**src/rtl/rle_dec.sv**
```systemverilog
// Run-length decoder: expands 24-bit run words {bit, length[22:0]} into a
// bit stream and packs it MSB-first into bytes for the HPS-read output FIFO.
module rle_dec (
  input  logic        clk,
  input  logic        rst,
  input  logic        recv_ready,
  input  logic        send_ready,
  input  logic [23:0] in_data,
  input  logic        end_of_stream,
  output logic        rd_req,
  output logic [7:0]  out_data,
  output logic        wr_req,
  output logic        flushed
);

  localparam logic [1:0] ST_IDLE = 2'd0;
  localparam logic [1:0] ST_LOAD = 2'd1;
  localparam logic [1:0] ST_RUN  = 2'd2;
  localparam logic [1:0] ST_EMIT = 2'd3;

  logic [1:0]  state_q,     state_d;
  logic        cur_bit_q,   cur_bit_d;
  logic [22:0] remaining_q, remaining_d;
  logic [7:0]  shift_q,     shift_d;
  logic [3:0]  nbits_q,     nbits_d;
  logic [7:0]  out_data_q,  out_data_d;

  // Values the RUN state would commit this cycle.
  logic [7:0]  run_shift;
  logic [3:0]  run_nbits;
  logic [22:0] run_remaining;

  always_comb begin
    run_shift     = {shift_q[6:0], cur_bit_q};
    run_nbits     = nbits_q + 4'd1;
    run_remaining = (remaining_q != 23'd0) ? remaining_q - 23'd1 : 23'd0;
  end

  always_comb begin
    // NOTE: every signal gets a default up front so no branch leaves one
    // unassigned, which would otherwise infer a latch.
    state_d     = state_q;
    cur_bit_d   = cur_bit_q;
    remaining_d = remaining_q;
    shift_d     = shift_q;
    nbits_d     = nbits_q;
    out_data_d  = out_data_q;

    case (state_q)
      ST_IDLE: begin
        // A waiting input word always wins over a flush request.
        if (recv_ready) begin
          state_d = ST_LOAD;
        end else if (end_of_stream && (nbits_q != 4'd0)) begin
          out_data_d  = shift_q << (4'd8 - nbits_q);
          remaining_d = 23'd0;
          state_d     = ST_EMIT;
        end
      end

      ST_LOAD: begin
        cur_bit_d   = in_data[23];
        remaining_d = in_data[22:0];
        state_d     = (in_data[22:0] == 23'd0) ? ST_IDLE : ST_RUN;
      end

      ST_RUN: begin
        shift_d     = run_shift;
        nbits_d     = run_nbits;
        remaining_d = run_remaining;
        if (run_nbits == 4'd8) begin
          out_data_d = run_shift;
          state_d    = ST_EMIT;
        end else if (run_remaining == 23'd0) begin
          state_d = ST_IDLE;
        end
      end

      ST_EMIT: begin
        // The byte stays on out_data until the output FIFO accepts it.
        if (send_ready) begin
          nbits_d = 4'd0;
          shift_d = 8'd0;
          state_d = (remaining_q != 23'd0) ? ST_RUN : ST_IDLE;
        end
      end

      default: state_d = ST_IDLE;
    endcase
  end

  // NOTE: state registers use non-blocking assignments so every flop samples
  // the pre-edge values regardless of block ordering.
  always_ff @(posedge clk or posedge rst) begin
    if (rst) begin
      state_q     <= ST_IDLE;
      cur_bit_q   <= 1'b0;
      remaining_q <= 23'd0;
      shift_q     <= 8'd0;
      nbits_q     <= 4'd0;
      out_data_q  <= 8'd0;
    end else begin
      state_q     <= state_d;
      cur_bit_q   <= cur_bit_d;
      remaining_q <= remaining_d;
      shift_q     <= shift_d;
      nbits_q     <= nbits_d;
      out_data_q  <= out_data_d;
    end
  end

  // Strobes are gated by rst so nothing is pushed or popped while in reset.
  always_comb begin
    rd_req   = !rst && (state_q == ST_IDLE) && recv_ready;
    wr_req   = !rst && (state_q == ST_EMIT) && send_ready;
    flushed  = !rst && (state_q == ST_IDLE) && !recv_ready && end_of_stream
               && (nbits_q == 4'd0);
    out_data = out_data_q;
  end

endmodule

```
**config.mk**
```make
export PLATFORM = sky130hd
export DESIGN_NAME = rle_dec
export DESIGN_NICKNAME = d
export VERILOG_FILES = /design/src/rtl/rle_dec.sv
export SDC_FILE = /design/constraint.sdc
export NUM_CORES = 1
export LEC_CHECK = 0
export ABC_AREA = 1
export BUFFER_PORTS_ARGS = -buffer_cell sky130_fd_sc_hd__buf_2
export CORE_MARGIN = 3
export CORE_UTILIZATION = 44
export CTS_CLUSTER_DIAMETER = 40
export DETAILED_ROUTE_END_ITERATION = 8
export GPL_ROUTABILITY_DRIVEN = 0
export HOLD_SLACK_MARGIN = 0.05
export SETUP_SLACK_MARGIN = 0.15
export SYNTH_ARGS = -nofsm -noshare
export SYNTH_HDL_FRONTEND = slang
export SYNTH_SLANG_ARGS = --single-unit
```
**constraint.sdc**
```tcl
create_clock -name clk -period 2.5 [get_ports clk]
set_input_delay 0.125 -clock clk [delete_from_list [all_inputs] [get_ports clk]]
set_output_delay 0.125 -clock clk [all_outputs]
set_load 0.03 [all_outputs]
```
==> summary.md, run 1 <==
| Metric | Value |
|---|---|
| Initial antenna violation count | 0 |
| Pint | 2.76 mW |
| Period utilisation layout | 0.864 |
| Worst path required time | 2690 ps |
| Core Area | 0.00729 mm^2 |
| Max-cap violation count | 0 |
| Register Area | 0.00115 mm^2 |
| WS Path Type | register to register |
| Sequential share of power | 0.204 |
| I/O pins | 40 |
| Share of post-route cells with drive strength above 1 | 0.156 |
| Initial DRC Count | 244 |
| Largest net degree at the start of global routing | 47 |
| GRT Residual Overflow | 0 |
| Yosys top cell by area | dfrtp_1 |
| Final Slew Violations | 0 |
| Port Buffers | 39 |
| Setup crit end kind | register |
| Sw Ratio | 0.556 |
| Initial DRT Pass Iterations | 5 |
| Pwr dens | 1620 mW/mm^2 |
| CTS HTree Levels | 2 |
| Post-Syn Instances | 486 |
| DRC | 0 |
| Max Root-Sink Buffers | 2 |
| Max frequency | 0.463 GHz |
| TritonCTS clock tree | built |
| Die footprint | 0.00863 mm^2 |
| Static leakage | 1.89 nW |
| Final ANT Viol Nets | 0 |
| Area of the multi-input gates | 0.00189 mm^2 |
| Vias per cell | 5.55 |
| Initial core utilization | 0.456 |
| Worst-path clk slew | 100 ps |
| Yosys warning total | 0 |
| # rows | 31 |
| Area contributors post-synth | dfrtp_1, nand2_1, o21ai_0 |
| Post-synth cell types | 35 |
| Area Growth Syn to Fin | 15.1% |
| CP Cell Sequence | inv_2 -> ha_1 -> nand2_2 -> nor2_4 -> buf_4 -> nand4_1 -> nand3_1 -> nand2_1 -> nor2_1 -> nand2_1 -> o21bai_4 -> nand2_2 -> nand2_1 -> nand2_1 |
| Final Net Count | 569 |
| Status | completed |
| Post-DP HPWL | 7440 um |
| Post-synth EDFFs | 0 |
| Worst Hold Class | input port to register |
| Vias in the first global route | 3438 |
| Yosys reg bits | 46 |
| Post-Syn Area | 0.00332 mm^2 |
| Seq/Total Area, Yosys | 0.346 |
| Tmin final | 2160 ps |
| Least-Margin Pin Slew | 594 ps |
| Slowest CP cell | dfrtp_1 |
| RSZ-0062 raised after global routing | false |
| Number of CTS-inserted buffers | 5 |
| Drt total wl | 9980 um |
| Setup-failing EPs final | 0 |
| Via Count | 3503 |
| Ant diodes | 0 |
| Util after Layout | 0.525 |
| P_sw | 3.46 mW |
| Fill cell total of the finished layout | 768 |
| Average wire per standard cell | 15.8 um |
| Top_reg_cell synth | dfrtp_1 |
| First-pass GRT wire length | 16400 um |
| Clock power frac | 0.092 |
| Clk_skew | 8.85 ps |
| Crit-path max FO | 6 |
| Worst-Skew Late Latency | 300 ps |
| FF-to-FF setup slack | 340 ps |
| Die Y | 92.9 um |
| Max_slew headroom | 0.604 |
| Syn_nets | 524 |
| GRT Total Usage | 0.240 |
| Maximum VDD drop | 708 uV |
| TNS Setup | 0 ps |
| Top cell type's share of synthesized area | 0.346 |
| Most used cell, CP | nand2_1 |
| Endpoints failing hold | 0 |
| Comb pwr share | 0.704 |
| Syn_area_per_cell | 6.84 um^2 |
| Fraction of registers with async set/reset | 1.00 |
| CTS sink cnt | 46 |
| Critical Path Max Stage Delay | 380 ps |
| Min Hold Slack | 112 ps |
| CTS root buffer | clkbuf_8 |
| Critical Path AT | 2350 ps |
| Die width | 92.9 um |
| Critical path launch point type | register |
routing by layer:
layer	wire length, um	vias up	share of wire	GRT usage
li1	-	1713	-	-
met5	0	-	0	0
met4	388	0	0.039	0.106
met1	4190	1638	0.42	0.300
met2	4890	124	0.49	0.411
met3	512	28	0.051	0.0301
cells in the mapped netlist, types with 4 or more instances:
cell type and instances:
a21oi_1 9, a31oi_1 9, a32o_1 5, clkbuf_1 13, dfrtp_1 46, ha_1 9, inv_1 60, nand2_1 122
nand3_1 35, nand4_1 6, nor2_1 61, nor2_2 5, nor4_1 7, o21ai_0 47, o22ai_1 16, xor2_1 4
worst paths after layout:
kind	from	to	cells after the start
worst min-delay path	in_data[12]	remaining_q[12]	3
worst min register to register	cur_bit_q	cur_bit_q	2
worst max-delay path	remaining_q[0]	state_q[1]	14
worst max register to register	remaining_q[0]	state_q[1]	14
max in group asynchronous	rst	remaining_q[14]	4
min in group asynchronous	rst	shift_q[0]	4
cells by family after synthesis:
family                   share of synthesized area
AO/OA/AOI/OAI                                0.177
XOR/XNOR                                    0.0132
adder cells (fa/ha/maj)                     0.0339
buffers and inverters                       0.0986
flip-flops                                   0.346
multiplexers                               0.00301
AND/OR/NAND/NOR                              0.328
timing repair:
item / CTS / global route
resized for setup: 0 / 7
hold buffers: 2 / 0
endpoints found under the hold margin: 47 / 0
setup buffers: 0 / 4
endpoints found under the setup margin: 0 / 2
through the flow:
stage          instance area [um^2]  cells  total power, mW  setup slack (ps)
5_1_grt                        3830    631             6.84               153
2_1_floorplan                  3320    486             4.36               547
3_3_place_gp                   3620    615             5.31               299
4_1_cts                        3750    625             5.92               210
6_report                       3830    631             6.22               341
3_5_place_dp                   3620    615             5.33               225
power groups by stage:
stage	sequential [mW]	clock [mW]	combinational, mW
after global routing	1.30	0.612	4.92
after detailed placement	1.27	0	4.06
after CTS	1.26	0.589	4.07
after global placement	1.27	0	4.04
after floorplan	1.34	0	3.01
final	1.27	0.572	4.38
layout by cell type, fill, tap and decap left out, types with 4 or more instances in the layout:
cell type,instances
nand3_1,35
xor2_1,4
o21ai_0,46
a21oi_1,9
inv_1,58
nor2_4,4
nor4_1,7
nor2_1,60
nand4_1,6
a32o_1,5
buf_2,39
dfrtp_1,46
clkbuf_8,5
nand2_1,122
o22ai_1,16
nor2_2,4
buf_4,14
ha_1,9
a31oi_1,9
critical path, delay by kind of cell, from the launching register on:
family / cells / cell delay (ps)
AO/OA/AOI/OAI: 1 / 180
adder cells (fa/ha/maj): 1 / 200
buffers and inverters: 2 / 260
flip-flops: 1 / 380
AND/OR/NAND/NOR: 10 / 1040
state kept, by name, summed over array words and instances, names as in the netlist:
name         flops
state_q          2
out_data         8
cur_bit_q        1
shift_q          8
nbits_q          4
remaining_q     23
final cells by class:
class,count,area share
Multi-Input combinational cell,362,0.495
Sequential cell,46,0.301
Timing Repair Buffer,55,0.0837
Inverter,61,0.0598
Tap cell,99,0.0324
Clock buffer,6,0.0190
Clock inverter,2,0.00981
(Power assumes the default switching activity.)
==> run 2: changes to the inputs <==
Settings changed: CORE_ASPECT_RATIO set to 0.7.
==> run 2 against run 1 <==
Effect of this change:
- sequential cell count unchanged
- via count up 0.86%
- count of clock-buffer cells in the layout down 1
- sequential share of layout area up 0.14 points
- clock skew up 4.3 ps
- design area down 0.36%
- worst hold slack better by 1.6 ps
- routed wire length up 4.0%
- non-clock buffer count down 1
- critical path depth down 1
- fmax down 2.4%
- global-route usage down 0.20 points
- critical path type unchanged
- critical endpoint unchanged
- highest routed layer unchanged
==> summary.md, run 2 (same netlist as run 1, synthesis figures left out) <==
| Metric | Value |
|---|---|
| CP top delay family | simple AND/OR/NAND/NOR gates |
| RSZ-0062 raised after global routing | true |
| Critical Path Max Stage Delay | 390 ps (about the same) |
| Max_slew headroom | 0.576 (-0.0274) |
| Endpoints failing hold | 0 (unchanged) |
| Critical Path AT | 2420 ps (+70 ps) |
| Ant diodes | 0 (unchanged) |
| Status | completed |
| Crit path from | remaining_q[0] |
| First-pass GRT wire length | 16000 um (-2.7%) |
| Area Growth Syn to Fin | 14.7% |
| Least-Margin Pin Slew | 630 ps (+35.4 ps) |
| Vias in the first global route | 2944 (-14%) |
| Worst path required time | 2710 ps (+20 ps) |
| Die Y | 78.7 um (-15%) |
| Buf/Inv on CP | 1 (-1) |
| Setup-failing EPs final | 0 (unchanged) |
| Final ANT Viol Nets | 0 (unchanged) |
| CTS HTree Levels | 2 (unchanged) |
| CP Cell Sequence | inv_2 -> ha_2 -> nand2_2 -> nor2_4 -> nand3_4 -> nand2_1 -> nand3_1 -> nor2_2 -> nand3_2 -> o21bai_4 -> nand2_2 -> nand2_1 -> nand2_1 |
| CTS root buffer | clkbuf_8 |
| TritonCTS clock tree | built |
| WS Path Type | register to register |
| Largest net degree at the start of global routing | 47 (unchanged) |
| Die footprint | 0.00865 mm^2 (+0.20%) |
| GRT Total Usage | 0.238 (-0.00196) |
| Share of post-route cells with drive strength above 1 | 0.162 (+0.00594) |
| Core Area | 0.00704 mm^2 (-3.5%) |
| # rows | 25 (-19%) |
| Most used cell, CP | nand2_1 |
| DRC | 0 (unchanged) |
| Setup crit end kind | register |
| Largest register by flop count | remaining_q |
| Max frequency | 0.452 GHz (-2.4%) |
| Port Buffers | 39 (unchanged) |
| Initial DRC Count | 478 (+96%) |
| Slowest CP cell | dfrtp_1 |
| Hold Path End | remaining_q[14] |
| CTS sink cnt | 46 (unchanged) |
| FF-to-FF Start | remaining_q[0] |
| TNS Setup | 0 ps (unchanged) |
| Via Count | 3533 (+0.86%) |
| Tmin final | 2210 ps (+52.2 ps) |
| Max Root-Sink Buffers | 2 (unchanged) |
| Worst-path clk slew | 100 ps (about the same) |
| Largest register FFs | 23 (unchanged) |
| Initial DRT Pass Iterations | 5 (unchanged) |
| Final Net Count | 568 (-0.18%) |
| FF-to-FF setup slack | 290 ps (-50 ps) |
| Max-cap violation count | 0 (unchanged) |
| Initial core utilization | 0.472 (+0.0165) |
| Reg2Reg Capture Point | state_q[1] |
| Critical path launch point type | register |
| GRT Residual Overflow | 0 (unchanged) |
| Period utilisation layout | 0.884 (+0.0209) |
| Average wire per standard cell | 16.6 um (+5.0%) |
| Worst Hold Class | input port to register |
| Cell count of the worst hold path | 3 (unchanged) |
| Die width | 110 um (+18%) |
| Number of CTS-inserted buffers | 5 (unchanged) |
| Vias per cell | 5.65 (+1.8%) |
| Post-DP HPWL | 7720 um (+3.8%) |
| Initial antenna violation count | 0 (unchanged) |
| Most used cells in the layout excluding fill and tap cells | nand2_1, nor2_1, inv_1, o21ai_0, dfrtp_1 |
| Commonest non-fill, non-tap cell in the layout | nand2_1 |
| Crit-path max FO | 12 (+6) |
| Clk_skew | 13.1 ps (+4.27 ps) |
| Hold Startpoint | in_data[14] |
| Reg2Reg Depth | 13 (-1) |
| Worst-Skew Late Latency | 310 ps (about the same) |
| Final Slew Violations | 0 (unchanged) |
| Drt total wl | 10400 um (+4.0%) |
| I/O pins | 40 (unchanged) |
run 2: stage by stage:
stage                     instance area [um^2]  hold slack, ps  setup WS [ps]   util  instances
after floorplan                           3320             237            547      -        486
final                                     3810             114            289  0.542        625
after global placement                    3610             323            271  0.512        609
after CTS                                 3720            99.6            180  0.529        619
after global routing                      3810             130            138  0.542        625
after detailed placement                  3610             326            210  0.512        609
run 2: what timing repair did:
item                                   in CTS  in global routing
endpoints found under the hold margin      47                  0
resized for setup                           0                 12
buffers inserted                            0                  4
hold buffers                                2                  0
setup endpoints to repair                   0                 17
run 2: worst max-delay path by stage:
| stage | cells after the start | slack, ps | end |
|---|---|---|---|
| after floorplan | 11 | 550 | out_data[1] |
| after global placement | 13 | 270 | state_q[0] |
| after detailed placement | 13 | 210 | state_q[1] |
| after CTS | 13 | 180 | state_q[1] |
| after global routing | 13 | 140 | state_q[1] |
| final | 13 | 290 | state_q[1] |
run 2: tightest hold or removal path, delay by kind of cell:
family          cells  cell delay (ps)
compound gates      2              160
buf+inv             1              100
run 2: layer usage:
layer | GRT usage | share of wire
met5 | 0 | 0
met1 | 0.423 | 0.52
met4 | 0.0374 | 0.0081
met2 | 0.285 | 0.37
met3 | 0.0390 | 0.10
run 2: cell type report:
class / count / area, um^2
Clock buffer: 5 / 68.8
Timing Repair Buffer: 54 / 313
Clock inverter: 3 / 25.0
Multi-Input combinational cell: 362 / 1900
Inverter: 61 / 234
Fill cell: 711 / 3220
Sequential cell: 46 / 1150
Tap cell: 94 / 118
Power of run 2 is not shown: default switching activity piles up to over one toggle a cycle in this logic, so the estimate is an artifact.
==> run 3: changes to the inputs <==
Settings changed: PLACE_DENSITY set to 0.7.
==> run 3 against run 2 <==
Effect of this change:
- clock skew is 7.7 ps lower
- final cell count is 0.80% lower
- utilization is 0.32 points lower
- non-clock buffer count is 5 lower
- register-to-register slack hardly changed
- worst hold slack worse by 52 ps
- count of clock-buffer cells in the layout stayed put
- routed wire length is 4.4% lower
- critical path type unchanged
- critical endpoint unchanged
- highest routed layer unchanged
==> summary.md, run 3 (same netlist as run 1, synthesis figures left out) <==
| Metric | Value |
|---|---|
| DRC | 0 (unchanged) |
| Slowest CP cell | dfrtp_1 |
| Largest register FFs | 23 (unchanged) |
| Vias in the first global route | 3170 (+7.7%) |
| I/O pins | 40 (unchanged) |
| Final Net Count | 563 (-0.88%) |
| Final worst setup slack | 292 ps (+2.52 ps) |
| Share of post-route cells with drive strength above 1 | 0.152 (-0.00987) |
| Die Y | 78.7 um (unchanged) |
| CP top delay family | simple AND/OR/NAND/NOR gates |
| Buf/Inv on CP | 0 (-1) |
| Tmin final | 2210 ps (-2.52 ps) |
| Max Root-Sink Buffers | 2 (unchanged) |
| Largest register by flop count | remaining_q |
| Initial antenna violation count | 0 (unchanged) |
| Die width | 110 um (unchanged) |
| Placed cells | 607 (-0.33%) |
| Period utilisation layout | 0.883 (-0.00101) |
| Worst-Skew Late Latency | 310 ps (about the same) |
| CP Cell Sequence | nor2_1 -> nand2_1 -> nor2_4 -> nand3_4 -> o21ai_0 -> nand3_1 -> nor2_1 -> nand2_1 -> o21bai_4 -> nand2_2 -> nand2_1 -> nand2_1 |
| WS Path Type | register to register |
| Largest net degree at the start of global routing | 47 (unchanged) |
| Commonest non-fill, non-tap cell in the layout | nand2_1 |
| Die footprint | 0.00865 mm^2 (unchanged) |
| RSZ-0062 raised after global routing | false |
| Critical path launch point type | register |
| TritonCTS clock tree | built |
| Critical Path Max Stage Delay | 450 ps (+60 ps) |
| Core Area | 0.00704 mm^2 (unchanged) |
| Port Buffers | 39 (unchanged) |
| GRT Residual Overflow | 0 (unchanged) |
| Initial DRT Pass Iterations | 5 (unchanged) |
| Worst Hold Class | input port to register |
| Via Count | 3535 (+0.057%) |
| Util after Layout | 0.539 (-0.00320) |
| Most used cells in the layout excluding fill and tap cells | nand2_1, nor2_1, inv_1, o21ai_0, dfrtp_1 |
| Setup crit end kind | register |
| Fill cell total of the finished layout | 692 (-2.7%) |
| Max-cap violation count | 0 (unchanged) |
| Max frequency | 0.453 GHz (+0.11%) |
| CTS root buffer | clkbuf_8 |
| Status | completed |
| Final ANT Viol Nets | 0 (unchanged) |
| Endpoints failing hold | 0 (unchanged) |
| Clk_skew | 5.41 ps (-7.71 ps) |
| CTS sink cnt | 46 (unchanged) |
| Ant diodes | 0 (unchanged) |
| Vias per cell | 5.70 (+0.86%) |
| GRT Total Usage | 0.237 (-0.000635) |
| Initial DRC Count | 489 (+2.3%) |
| Crit-path max FO | 9 (-3) |
| Least-Margin Pin Slew | 708 ps (+78.6 ps) |
| Drt total wl | 9930 um (-4.4%) |
| CTS HTree Levels | 2 (unchanged) |
| Area Growth Syn to Fin | 14.0% |
| Worst path required time | 2710 ps (about the same) |
| Post-place setup slack | 186 ps (-23.3 ps) |
| Setup-failing EPs final | 0 (unchanged) |
| Post-DP HPWL | 7450 um (-3.5%) |
| Average wire per standard cell | 16.0 um (-3.6%) |
| Max_slew headroom | 0.524 (-0.0529) |
| Initial core utilization | 0.472 (unchanged) |
| TNS Setup | 0 ps (unchanged) |
| Finished Layout Cells | 620 (-0.80%) |
| First-pass GRT wire length | 16000 um (+0.26%) |
| # rows | 25 (unchanged) |
| Number of CTS-inserted buffers | 5 (unchanged) |
| Most used cell, CP | nand2_1 |
| Final Slew Violations | 0 (unchanged) |
| Worst-path clk slew | 90 ps (about the same) |
| Critical Path AT | 2420 ps (about the same) |
==> run 3: cell count changes in the layout (fill, tap and decap cells not counted), sizes merged <==
cell and delta:
bufinv +1, clkinvlp -1, buf -4, dlygate4sd3 -1, inv -1, clkinv +1
==> run 3: routing by layer <==
metal / global-route usage / vias to the layer above / wire length, um
li1: - / 1686 / -
met4: 0.0660 / 0 / 123
met3: 0.0422 / 14 / 1250
met5: 0 / - / 0
met1: 0.395 / 1619 / 4800
met2: 0.301 / 216 / 3750
==> run 3: what timing repair did <==
item,4_1_cts,5_1_grt
hold endpoints to repair,46,0
hold buffers,1,0
endpoints found under the setup margin,0,25
gates resized for setup,0,11
buffers inserted,0,2
==> run 3: area by class of cell <==
cell class | count | area (um^2) | area share
clock buffer | 5 | 68.8 | 0.0182
clock inverter | 3 | 40.0 | 0.0106
inverter | 61 | 234 | 0.0617
multi-input combinational | 362 | 1890 | 0.499
sequential | 46 | 1150 | 0.304
tap | 94 | 118 | 0.0310
timing repair buffer | 49 | 285 | 0.0752
==> run 3: metrics by stage <==
stage	hold WS, ps	instance area (um^2)
final	61.5	3790
after global placement	346	3590
after CTS	51.2	3710
after floorplan	237	3320
after detailed placement	355	3590
after global routing	76.6	3790
==> run 3: worst reg2reg max path: stages, from the launching register on <==
cell and delay, ps:
dfrtp_1 450, nor2_1 190, nand2_1 140, nor2_4 300, nand3_4 190, o21ai_0 140
nand3_1 140, nor2_1 120, nand2_1 90, o21bai_4 170, nand2_2 70, nand2_1 80
nand2_1 50
==> run 3: final timing paths <==
path                                 from         endpoint  slack (ps)  cells after the start
max in group asynchronous             rst       nbits_q[0]        1530                      4
min in group asynchronous             rst  remaining_q[20]         530                      4
setup / recovery           remaining_q[5]       state_q[1]         290                     12
hold reg to reg                 cur_bit_q        cur_bit_q         490                      2
hold / removal                in_data[23]        cur_bit_q          60                      3
setup reg to reg           remaining_q[5]       state_q[1]         290                     12
Power of run 3 is left out for the same reason.
